$ cat src/rtl/fwd_stall_unit.sv
// Operand forwarding and load-use interlock beside the IDU: per-port bypass
// muxes resolved EXE > MEM > WB > regfile, a load-latency stall FSM and a stall counter.

module fwd_port #(
  parameter int XLEN = 32
) (
  input  logic            id_valid,
  input  logic            used,
  input  logic [4:0]      addr,
  input  logic [XLEN-1:0] rf_rdata,
  input  logic            exe_valid,
  input  logic            exe_wen,
  input  logic [4:0]      exe_rd,
  input  logic [XLEN-1:0] exe_res,
  input  logic            mem_valid,
  input  logic            mem_wen,
  input  logic [4:0]      mem_rd,
  input  logic [XLEN-1:0] mem_res,
  input  logic            wb_valid,
  input  logic            wb_wen,
  input  logic [4:0]      wb_rd,
  input  logic [XLEN-1:0] wb_data,
  output logic [XLEN-1:0] rs_data,
  output logic [1:0]      fwd_sel,
  output logic            m_exe,
  output logic            m_mem
);
  logic live, m_wb;

  // x0 never forwards; an unread port never matches, so it cannot stall either
  assign live  = id_valid & used & (addr != 5'd0);
  assign m_exe = live & exe_valid & exe_wen & (addr == exe_rd);
  assign m_mem = live & mem_valid & mem_wen & (addr == mem_rd);
  assign m_wb  = live & wb_valid  & wb_wen  & (addr == wb_rd);

  always_comb begin
    rs_data = rf_rdata;
    fwd_sel = 2'd0;
    if (m_exe) begin
      rs_data = exe_res;
      fwd_sel = 2'd3;
    end else if (m_mem) begin
      rs_data = mem_res;
      fwd_sel = 2'd2;
    end else if (m_wb) begin
      rs_data = wb_data;
      fwd_sel = 2'd1;
    end
  end
endmodule

module fwd_stall_unit #(
  parameter int XLEN     = 32,
  parameter int NRP      = 2,
  parameter int LOAD_LAT = 2,
  parameter int CNT_W    = 16
) (
  input  logic                      clk,
  input  logic                      rst_n,
  input  logic                      flush,
  input  logic                      id_valid,
  input  logic [NRP-1:0][4:0]       id_rs_addr,
  input  logic [NRP-1:0]            id_rs_used,
  input  logic [NRP-1:0][XLEN-1:0]  rf_rdata,
  input  logic                      exe_valid,
  input  logic                      mem_valid,
  input  logic                      wb_valid,
  input  logic                      exe_wen,
  input  logic                      mem_wen,
  input  logic                      wb_wen,
  input  logic                      exe_load,
  input  logic                      mem_load,
  input  logic [4:0]                exe_rd,
  input  logic [4:0]                mem_rd,
  input  logic [4:0]                wb_rd,
  input  logic [XLEN-1:0]           exe_res,
  input  logic [XLEN-1:0]           mem_res,
  input  logic [XLEN-1:0]           wb_data,
  output logic [NRP-1:0][XLEN-1:0]  rs_data,
  output logic [NRP-1:0][1:0]       fwd_sel,
  output logic                      ready_go,
  output logic [CNT_W-1:0]          stall_cnt,
  input  logic                      stall_cnt_clr
);
  localparam logic [1:0] N_EXE = 2'(LOAD_LAT);
  localparam logic [1:0] N_MEM = 2'(LOAD_LAT - 1);

  typedef enum logic {IDLE, STALL} state_t;

  state_t         state;
  logic [1:0]     cnt;
  logic [1:0]     n_dem;
  logic [NRP-1:0] m_exe, m_mem;

  for (genvar i = 0; i < NRP; i++) begin : g_port
    fwd_port #(.XLEN(XLEN)) u_port (
      .id_valid (id_valid),
      .used     (id_rs_used[i]),
      .addr     (id_rs_addr[i]),
      .rf_rdata (rf_rdata[i]),
      .exe_valid(exe_valid),
      .exe_wen  (exe_wen),
      .exe_rd   (exe_rd),
      .exe_res  (exe_res),
      .mem_valid(mem_valid),
      .mem_wen  (mem_wen),
      .mem_rd   (mem_rd),
      .mem_res  (mem_res),
      .wb_valid (wb_valid),
      .wb_wen   (wb_wen),
      .wb_rd    (wb_rd),
      .wb_data  (wb_data),
      .rs_data  (rs_data[i]),
      .fwd_sel  (fwd_sel[i]),
      .m_exe    (m_exe[i]),
      .m_mem    (m_mem[i])
    );
  end

  // Older load in MEM needs one cycle less; the EXE load always dominates
  always_comb begin
    n_dem = 2'd0;
    if (|(m_exe & {NRP{exe_load}}))
      n_dem = N_EXE;
    else if (|(m_mem & {NRP{mem_load}}))
      n_dem = N_MEM;
  end

  always_comb begin
    ready_go = 1'b1;
    if (!flush)
      ready_go = (state == IDLE) ? (n_dem == 2'd0) : (cnt == 2'd0);
  end

  always_ff @(posedge clk or negedge rst_n) begin
    if (!rst_n) begin
      state <= IDLE;
      cnt   <= 2'd0;
    end else if (flush) begin
      state <= IDLE;
      cnt   <= 2'd0;
    end else begin
      case (state)
        IDLE:
          if (n_dem != 2'd0) begin
            state <= STALL;
            cnt   <= n_dem - 2'd1;
          end
        STALL:
          if (cnt != 2'd0) cnt <= cnt - 2'd1;
          else             state <= IDLE;
        default: state <= IDLE;
      endcase
    end
  end

  always_ff @(posedge clk or negedge rst_n) begin
    if (!rst_n)
      stall_cnt <= '0;
    else if (stall_cnt_clr)
      stall_cnt <= '0;
    else if (!ready_go && stall_cnt != '1)
      stall_cnt <= stall_cnt + 1'b1;
  end
endmodule
$ cat config.mk
export PLATFORM = sky130hd
export DESIGN_NAME = fwd_stall_unit
export DESIGN_NICKNAME = d
export VERILOG_FILES = /design/src/rtl/fwd_stall_unit.sv
export SDC_FILE = /design/constraint.sdc
export NUM_CORES = 1
export LEC_CHECK = 0
export CAP_MARGIN = 10
export CORE_ASPECT_RATIO = 0.75
export CORE_MARGIN = 10
export CORE_UTILIZATION = 34
export CTS_CLUSTER_SIZE = 30
export DETAILED_ROUTE_END_ITERATION = 16
export PLACE_DENSITY = 0.88
export SLEW_MARGIN = 20
export SYNTH_ARGS = -nofsm -noshare
export SYNTH_HDL_FRONTEND = slang
export SYNTH_SLANG_ARGS = --single-unit
$ cat constraint.sdc
create_clock -name clk -period 4.9 [get_ports clk]
set_input_delay 1.47 -clock clk [delete_from_list [all_inputs] [get_ports clk]]
set_output_delay 1.47 -clock clk [all_outputs]
set_load 0.05 [all_outputs]
==> results.md, run 1 <==
* Die width at roughly 140 um
* Syn Std Cell Area at around 0.0036 mm^2
* Rows at 32
* Port Buffer Count at between 200 and 300
* Fail Step: global routing
* Overall global routing resource usage at 79.9%
* Clk root buf: clkbuf_16
* Number of synthesized flops with an enable pin at 0
* Starting density of the core at 34.7%
* Cells after DPL at between 800 and 900
* Syn_area_per_cell at approximately 7.9 um^2
* Synth unique cells at between 40 and 50
* Worst ep type: primary output
* Seq cells post-synth at 19
* Sequential fraction of the synthesis area at a little over an eighth
* Clock Tree Buf Depth at 2
* Synth warn at 0
* # IOs at 285
* Die height at around 110 um
* Dominant cells by area after synthesis: mux2_2 20%, mux2i_1 18%, dfrtp_1 13%, a21oi_1 11%, nor2_1 7.3%
* Final GP Congestion at ~0.97
* Total CTS buffers at 3
* Count leader, synth: a21oi_1
* Run Error: [ERROR GRT-0232] Routing congestion too high. Check the congestion heatmap in the GUI.
* Pre-CTS setup slack at -0.517 ns
* Leading area contributor after synthesis: mux2_2
* DP Area at roughly 0.0077 mm^2
* Clk sink count at 19
* Worst EP post-GRT repair: rs_data[13]
* Top cells by count, synth: 79 x a21oi_1, 69 x nor2_1, 65 x mux2i_1
* Post-synth ARST share at 100%
* Syn Nets at 653
* Final HPWL DP at 16,800 um
* Largest net degree at the start of global routing at 23
* Synth Flop Type: dfrtp_1
* Synth top area share at between 20% and 30%
* CTS H-tree depth at 1
* Gr ovfl total at 424
* Syn Inst Count at approximately 450
* Outcome: did not finish
==> per-layer routing <==
layer | GRT overflow | global-route usage (%)
met3 | 4 | 71.9
met1 | 4 | 72.3
met5 | 2 | 17.3
met2 | 264 | 98.2
met4 | 150 | 91.0
==> cells by family after synthesis <==
logic type,count (synthesis),share of synthesized area (%)
buffers and inverters,38,4.89
muxes,129,38.5
adders and majority gates,1,0.352
DFF,19,13.4
and+or+nand+nor,132,18.4
AOI/OAI and AO/OA,102,16.9
xor gates and xnor gates,31,7.63
==> metrics by stage <==
stage | utilization, % | setup TNS, ns
floorplan | - | -0.379
global placement | 74.9 | -27.38
detailed placement | 74.9 | -29.99
CTS | 94.1 | -2.81
==> timing repair <==
| item | CTS |
|---|---|
| hold buffers | 0 |
| cloned | 16 |
| pin swaps | 43 |
| resized for setup | 371 |
| endpoints found under the setup margin | 69 |
| setup buffers | 39 |
==> run 2: changes to the inputs <==
--- a/config.mk
+++ b/config.mk
@@ -6,12 +6,10 @@
 export NUM_CORES = 1
 export LEC_CHECK = 0
 export CAP_MARGIN = 10
-export CORE_ASPECT_RATIO = 0.75
 export CORE_MARGIN = 10
-export CORE_UTILIZATION = 34
-export CTS_CLUSTER_SIZE = 30
+export CORE_UTILIZATION = 25
 export DETAILED_ROUTE_END_ITERATION = 16
-export PLACE_DENSITY = 0.88
+export PLACE_DENSITY_LB_ADDON = 0.15
 export SLEW_MARGIN = 20
 export SYNTH_ARGS = -nofsm -noshare
 export SYNTH_HDL_FRONTEND = slang
==> run 2 against run 1 <==
The flow now finishes, with violations (setup timing). Synthesized cell count unchanged. Area after synthesis stayed put.
==> results.md, run 2 <==
* Largest regs: stall_cnt: 16 flops, cnt: 2 flops, state: 1 flops
* Multi-input logic area at about 0.0044 mm^2
* P&R area growth vs syn at 185%
* Rows at 43 (+34%)
* 1st-iter DRT viols at 202
* Sequential fraction of the synthesis area at 13.4% (unchanged)
* Synth unique cells at 43 (unchanged)
* Port Buffer Count at 284 (unchanged)
* CP required at between 3 and 4 ns
* Final setup viols at between 40 and 50
* Synth warn at 0 (unchanged)
* Worst slew pin tran at slightly below 0.9 ns
* Final GP Congestion at 0.897 (-7.9%)
* DRT Pass-1 Iters at 4
* Clk sink count at 19 (unchanged)
* Vias in the first global route at 5,423
* Seq cells post-synth at 19 (unchanged)
* Commonest non-fill, non-tap cell in the layout: clkdlybuf4s50_1
* Setup_tns at -3.85 ns
* Min cycle time layout at between 5 and 6 ns
* Most frequent cells in the layout: 185 x clkdlybuf4s50_1, 85 x buf_12, 58 x nor2_4
* Clock Tree Buf Depth at 2 (unchanged)
* CP Capture Type: output pin
* Final hold violation count at 0
* Layout cell share with drive strength beyond 1 at 52.9%
* Met3 usage at 5.68%
* WS Path Type: in2out
* Max-slew headroom at 41.9%
* Final HPWL DP at 17,600 um (+4.5%)
* Count leader, synth: a21oi_1
* Via/cell ratio at around 5.2
* RSZ-0062 raised after global routing: yes
* Peak supply drop at about 0.00013 V
* Fin util at about 73%
* Leading area contributor after synthesis: mux2_2
* Synth Flop Type: dfrtp_1
* Gr ovfl total at 0
* Setup Skew at 0.00145 ns
* Busiest grt layer: met2
* Final antenna-violating net count at 0
* Fillers at between 900 and 1,000
* Syn Inst Count at 452 (unchanged)
* Syn_area_per_cell at 7.87 um^2 (unchanged)
* Syn Nets at 653 (unchanged)
* Switching Fraction at between 30% and 40%
* Number of synthesized flops with an enable pin at 0 (unchanged)
* Outcome: finished with violations
* Initial antenna violation count at 6
* Hold_buf cts at 0 (unchanged)
* Die ar. at 0.0194 mm^2
* Nets at 1,013
* PD cells at about 100 mW/mm^2
* CTS H-tree depth at 1 (unchanged)
* Die width at 139 um (+0.85%)
* Worst hold slack at 0.570 ns
* Final Max Tran Viols at 0
* Met1 GRT Util at 26.8%
* Comb power frac at 67.7%
* CP Launch Type: primary input
* Flop pwr share at between 10% and 20%
* Arr. time, crit path at between 3 and 4 ns
* Worst Hold Class: reg2reg
* CORE AREA at ~0.014 mm^2
* Sw Pwr at roughly 380 uW
* Failing checks: setup timing
* Syn Std Cell Area at 0.00356 mm^2 (unchanged)
* Dominant cells by area after synthesis: mux2_2 20%, mux2i_1 18%, dfrtp_1 13%, a21oi_1 11%, nor2_1 7.3%
* Max Clock Freq at 0.197 GHz
* Crit-path max FO at 7
* Post-Route WL at between 20,000 and 25,000 um
* Total CTS buffers at 3 (unchanged)
* Overall global routing resource usage at a little under a quarter
* First-pass GRT wire length at approximately 35,000 um
* Vias at just over 5,000
* Cells after DPL at 938 (+4.3%)
* Top cells by count, synth: 79 x a21oi_1, 69 x nor2_1, 65 x mux2i_1
* DRC Markers at 0
* Clk root buf: clkbuf_16
* Total of max-cap violations at 0
* Clock transition at the registers of the reported paths at around 0.06 ns
* Reg area at roughly 480 um^2
* Clock share of power at between 15 and 20%
* Largest net degree at the start of global routing at 23
* CTS tree: done
* Largest Register: stall_cnt
* Final worst-path cycle share at 104%
* Met2 Track Usage GR at between 40% and 50%
* Starting density of the core at 25.5% (-9.2 points)
* Internal at approximately 640 uW
* Finished Layout Cells at about 1,000
* Overall Power at 1020 uW
* Clock Latency Late Sink at 0.25 ns
* Synth top area share at 20.3% (unchanged)
* # IOs at 285 (unchanged)
* Largest register FFs at 16
* Routed WL per cell at around 25 um
* Post-synth ARST share at 100% (unchanged)
* Setup WS post-layout at -0.178 ns
* Leak pwr at 0.00400 uW
* Die height at 139 um (+28%)
run 2: cell counts after synthesis:
Identical to the previous run, type by type.
run 2: metrics by stage:
stage          instance area (um^2)  setup WS, ns
6_report                      10200        -0.178
5_1_grt                       10200        -0.212
2_1_floorplan                  4230       -0.0468
3_5_place_dp                   8260        -0.555
3_3_place_gp                   8260        -0.501
4_1_cts                        9630        -0.207
run 2: path summary, 6_finish.rpt:
kind	slack, ns	end	depth (start not counted)	start
setup / recovery	-0.18	rs_data[54]	11	id_rs_addr[7]
hold / removal	0.57	stall_cnt[5]	2	stall_cnt[5]
setup reg to reg	2.69	stall_cnt[13]	8	stall_cnt[3]
hold reg to reg	0.57	stall_cnt[5]	2	stall_cnt[5]
max in group asynchronous	2.65	state	1	rst_n
min in group asynchronous	1.71	stall_cnt[5]	1	rst_n
run 2: timing repair:
item                                    CTS  global route
resized for setup                       282            92
pin swaps                                34            29
setup buffers                            19            17
endpoints found under the setup margin   69            66
gates cloned                             14             5
run 2: final cells by class:
class	count	area share (%)
inverters	5	0.209
diodes	5	0.123
well taps	180	2.22
multi-input cells	395	43.5
repair buffers	388	48.5
flip-flops and latches	19	4.68
clock buffers	4	0.776
run 2: logic make-up (layout without fill, tap and decap cells):
family	Yosys count	count (layout)	share of synthesized area, %
buf+inv	38	397	4.89
other cells	0	5	0
fa+ha+maj	1	1	0.352
flops	19	19	13.4
compound gates	102	102	16.9
xor+xnor	31	31	7.63
mux	129	129	38.5
simple gates	132	132	18.4
run 2: power groups by stage:
stage,clock network (uW),logic (uW),registers (uW)
6_report,172,690,157
3_5_place_dp,0,611,160
3_3_place_gp,0,604,160
5_1_grt,183,718,157
2_1_floorplan,0,256,160
4_1_cts,171,663,157
run 2: per-layer routing:
metal,part of all wire (%),vias to the layer above,routed length [um]
li1,-,2383,-
met1,39,2523,9670
met2,52,211,12900
met3,7.3,30,1820
met4,2.3,0,563
met5,0,-,0
run 2: worst max-delay path, stage by stage:
cell and delay [ns]:
buf_8 0.10, or4_4 0.53, o211ai_4 0.20, or4_4 0.17, or2b_4 0.27, buf_12 0.15, buf_12 0.13, buf_16 0.14
buf_12 0.12, a21oi_4 0.16, buf_12 0.16
Power figures use the tool's default switching activity.
==> RTL change (flow settings as in run 2) <==
Reset style: synchronous (`rst_n`), changed in 2 clocked blocks.
--- a/src/rtl/fwd_stall_unit.sv
+++ b/src/rtl/fwd_stall_unit.sv
@@ -132,7 +132,7 @@
       ready_go = (state == IDLE) ? (n_dem == 2'd0) : (cnt == 2'd0);
   end
 
-  always_ff @(posedge clk or negedge rst_n) begin
+  always_ff @(posedge clk) begin
     if (!rst_n) begin
       state <= IDLE;
       cnt   <= 2'd0;
@@ -154,7 +154,7 @@
     end
   end
 
-  always_ff @(posedge clk or negedge rst_n) begin
+  always_ff @(posedge clk) begin
     if (!rst_n)
       stall_cnt <= '0;
     else if (stall_cnt_clr)
Check against the original RTL: differs if rst_n is asserted again (counterexample within 4 cycles, from zero or initial values and one cycle with rst_n low); with rst_n held inactive, the same outputs for 10 cycles.
==> RTL change against run 2 <==
The run still ends with setup timing left. Maximum frequency is 1.5% higher. Wire length is 1.8% lower. First-iteration DRC count is 11% lower. Die area is 1.5% lower. Count of clock-buffer cells in the layout stayed put. Power is 1.8% higher. Sequential cell count stayed put. Area after synthesis is 1.7% lower. Global-route usage is 1.0 points higher. Setup slack better by 0.075 ns. Sequential share of layout area is 0.99 points lower. Final area is 1.4% higher.
==> RTL change: results (changes against run 2) <==
STA
  • Final setup fails: 49 (unchanged)
  • Slew HR: 0.615 (+0.195)
  • Worst-case clock skew: 0.00200 ns (+0.000550 ns)
  • Final WS setup: -0.103 ns (+0.0748 ns)

Detailed routing
  • Drt wl/cell: 24.6 um (-2.0%)
  • Via count: 5191 (+0.85%)
  • Met3 WL: 1950 um (+7.3%)
  • Final WL: 24500 um (-1.8%)
  • Iter 0 DRT Violations: 180 (-11%)
  • Metal2 WL: 13000 um (+0.91%)

Worst setup path
  • Register-to-Register Path Depth: 6 (-2)
  • Worst R2R Setup Slack: 2.79 ns (+0.10 ns)
  • Reg2Reg Launch Point: state$_SDFF_PP0_
  • CP arrival: 3.53 ns (-0.08 ns)
  • CP max FO: 8 (+1)
  • Reg2reg end: stall_cnt[5]$_SDFFE_PP0P_

Status
  • Status: finished with violations
  • Failing checks: setup timing

Global routing
  • First-pass GRT wire length: 36500 um (+3.5%)
  • Vias in the first global route: 6024 (+11%)
  • Largest net degree at the start of global routing: 27 (+17%)
  • Overall Global Routing Usage: 0.240 (+0.0103)

Placement
  • Placed cells: 948 (+1.1%)
  • Place WS: -0.541 ns (+0.0145 ns)
  • Placer Congestion: 0.909 (+1.2%)
  • DP Area: 8200 sq um (-0.73%)

Power
  • Max IR drop VDD: 0.0923 mV (-30%)
  • Sw Share: 0.367 (-0.000659)

Min path
  • Hold EP: cnt[1]$_SDFFE_PP0N_

Synthesis
  • Avg Cell Area, Syn: 7.65 sq um (-2.8%)
  • Share of flip-flops with an asynchronous set or reset: 0 (-1.00)
  • Seq/Total Area, Yosys: 0.109 (-0.0248)
  • Synth unique cells: 41 (-4.7%)
  • Synth Flop Type: dfxtp_1
  • Mux contribution to synthesized area: 0.398 (+0.0125)
  • Syn_nets: 658 (+0.77%)
  • Adder-cell share of the synthesized area: 0.00358 (+0.0000616)
  • Xor-xnor portion of the synthesized cell area: 0.0776 (+0.00134)

Layout
  • Nets@finish: 1016 (+0.30%)
RTL change: cell types whose count changed after synthesis, moves of 4 or more:
cell and delta:
dfrtp_1 -19, dfxtp_1 +19, o21ai_1 -6, o21ai_0 +5, or2_2 +5, a21oi_1 -4, nand4_1 +4
RTL change: worst max-delay path by stage:
stage                              to  cells after the start
after floorplan           rs_data[10]                      7
after global placement    rs_data[19]                      9
after detailed placement  rs_data[31]                      9
after CTS                 rs_data[17]                     11
after global routing      rs_data[10]                     11
final                     rs_data[13]                     11
RTL change: power groups by stage:
stage / clock [W] / sequential [W] / combinational, W
2_1_floorplan: 0 / 0.000158 / 0.000249
3_5_place_dp: 0 / 0.000158 / 0.000614
5_1_grt: 0.000176 / 0.000155 / 0.000745
6_report: 0.000167 / 0.000155 / 0.000716
3_3_place_gp: 0 / 0.000158 / 0.000605
4_1_cts: 0.000169 / 0.000155 / 0.000705
RTL change: cell type report:
class	instances	area (sq um)
timing repair buffer	386	4900
clock buffer	4	78.8
inverter	5	18.8
tap	180	225
sequential	19	380
fill	926	3470
antenna	4	10.0
multi-input combinational	400	4690
RTL change: cells by family after synthesis:
logic type | after synthesis
and+or+nand+nor | 136
muxes | 131
AOI/OAI and AO/OA | 101
buffers and inverters | 38
xor gates and xnor gates | 31
DFF | 19
adders and majority gates | 1
RTL change: metal layers:
| layer | vias to the layer above | GRT usage |
|---|---|---|
| met4 | 0 | 0.0744 |
| li1 | 2422 | - |
| met1 | 2518 | 0.244 |
| met3 | 46 | 0.0798 |
| met2 | 205 | 0.449 |
| met5 | - | 0 |
RTL change: worst max-delay path, cell delays in order:
cell,delay [ns]
buf_8,0.10
or4_4,0.53
o211ai_1,0.24
or4_4,0.20
buf_12,0.11
buf_12,0.11
buf_16,0.14
mux2_4,0.32
nor2_4,0.09
a21oi_2,0.06
buf_12,0.15
RTL change: per-stage QoR:
stage | utilization | total power [W] | TNS [ns] | hold slack [ns]
2_1_floorplan | - | 0.000407 | -9.64 | 0.436
3_3_place_gp | 0.596 | 0.000763 | -27.80 | 0.449
3_5_place_dp | 0.596 | 0.000772 | -30.78 | 0.470
4_1_cts | 0.739 | 0.00103 | -3.29 | 0.481
5_1_grt | 0.748 | 0.00108 | -5.10 | 0.527
6_report | 0.748 | 0.00104 | -2.10 | 0.500
RTL change: what timing repair did:
item / in CTS / in global routing
gates cloned: 16 / 2
hold buffers: 0 / 0
setup endpoints to repair: 69 / 67
pin swaps: 49 / 46
setup buffers: 24 / 7
resized for setup: 405 / 36
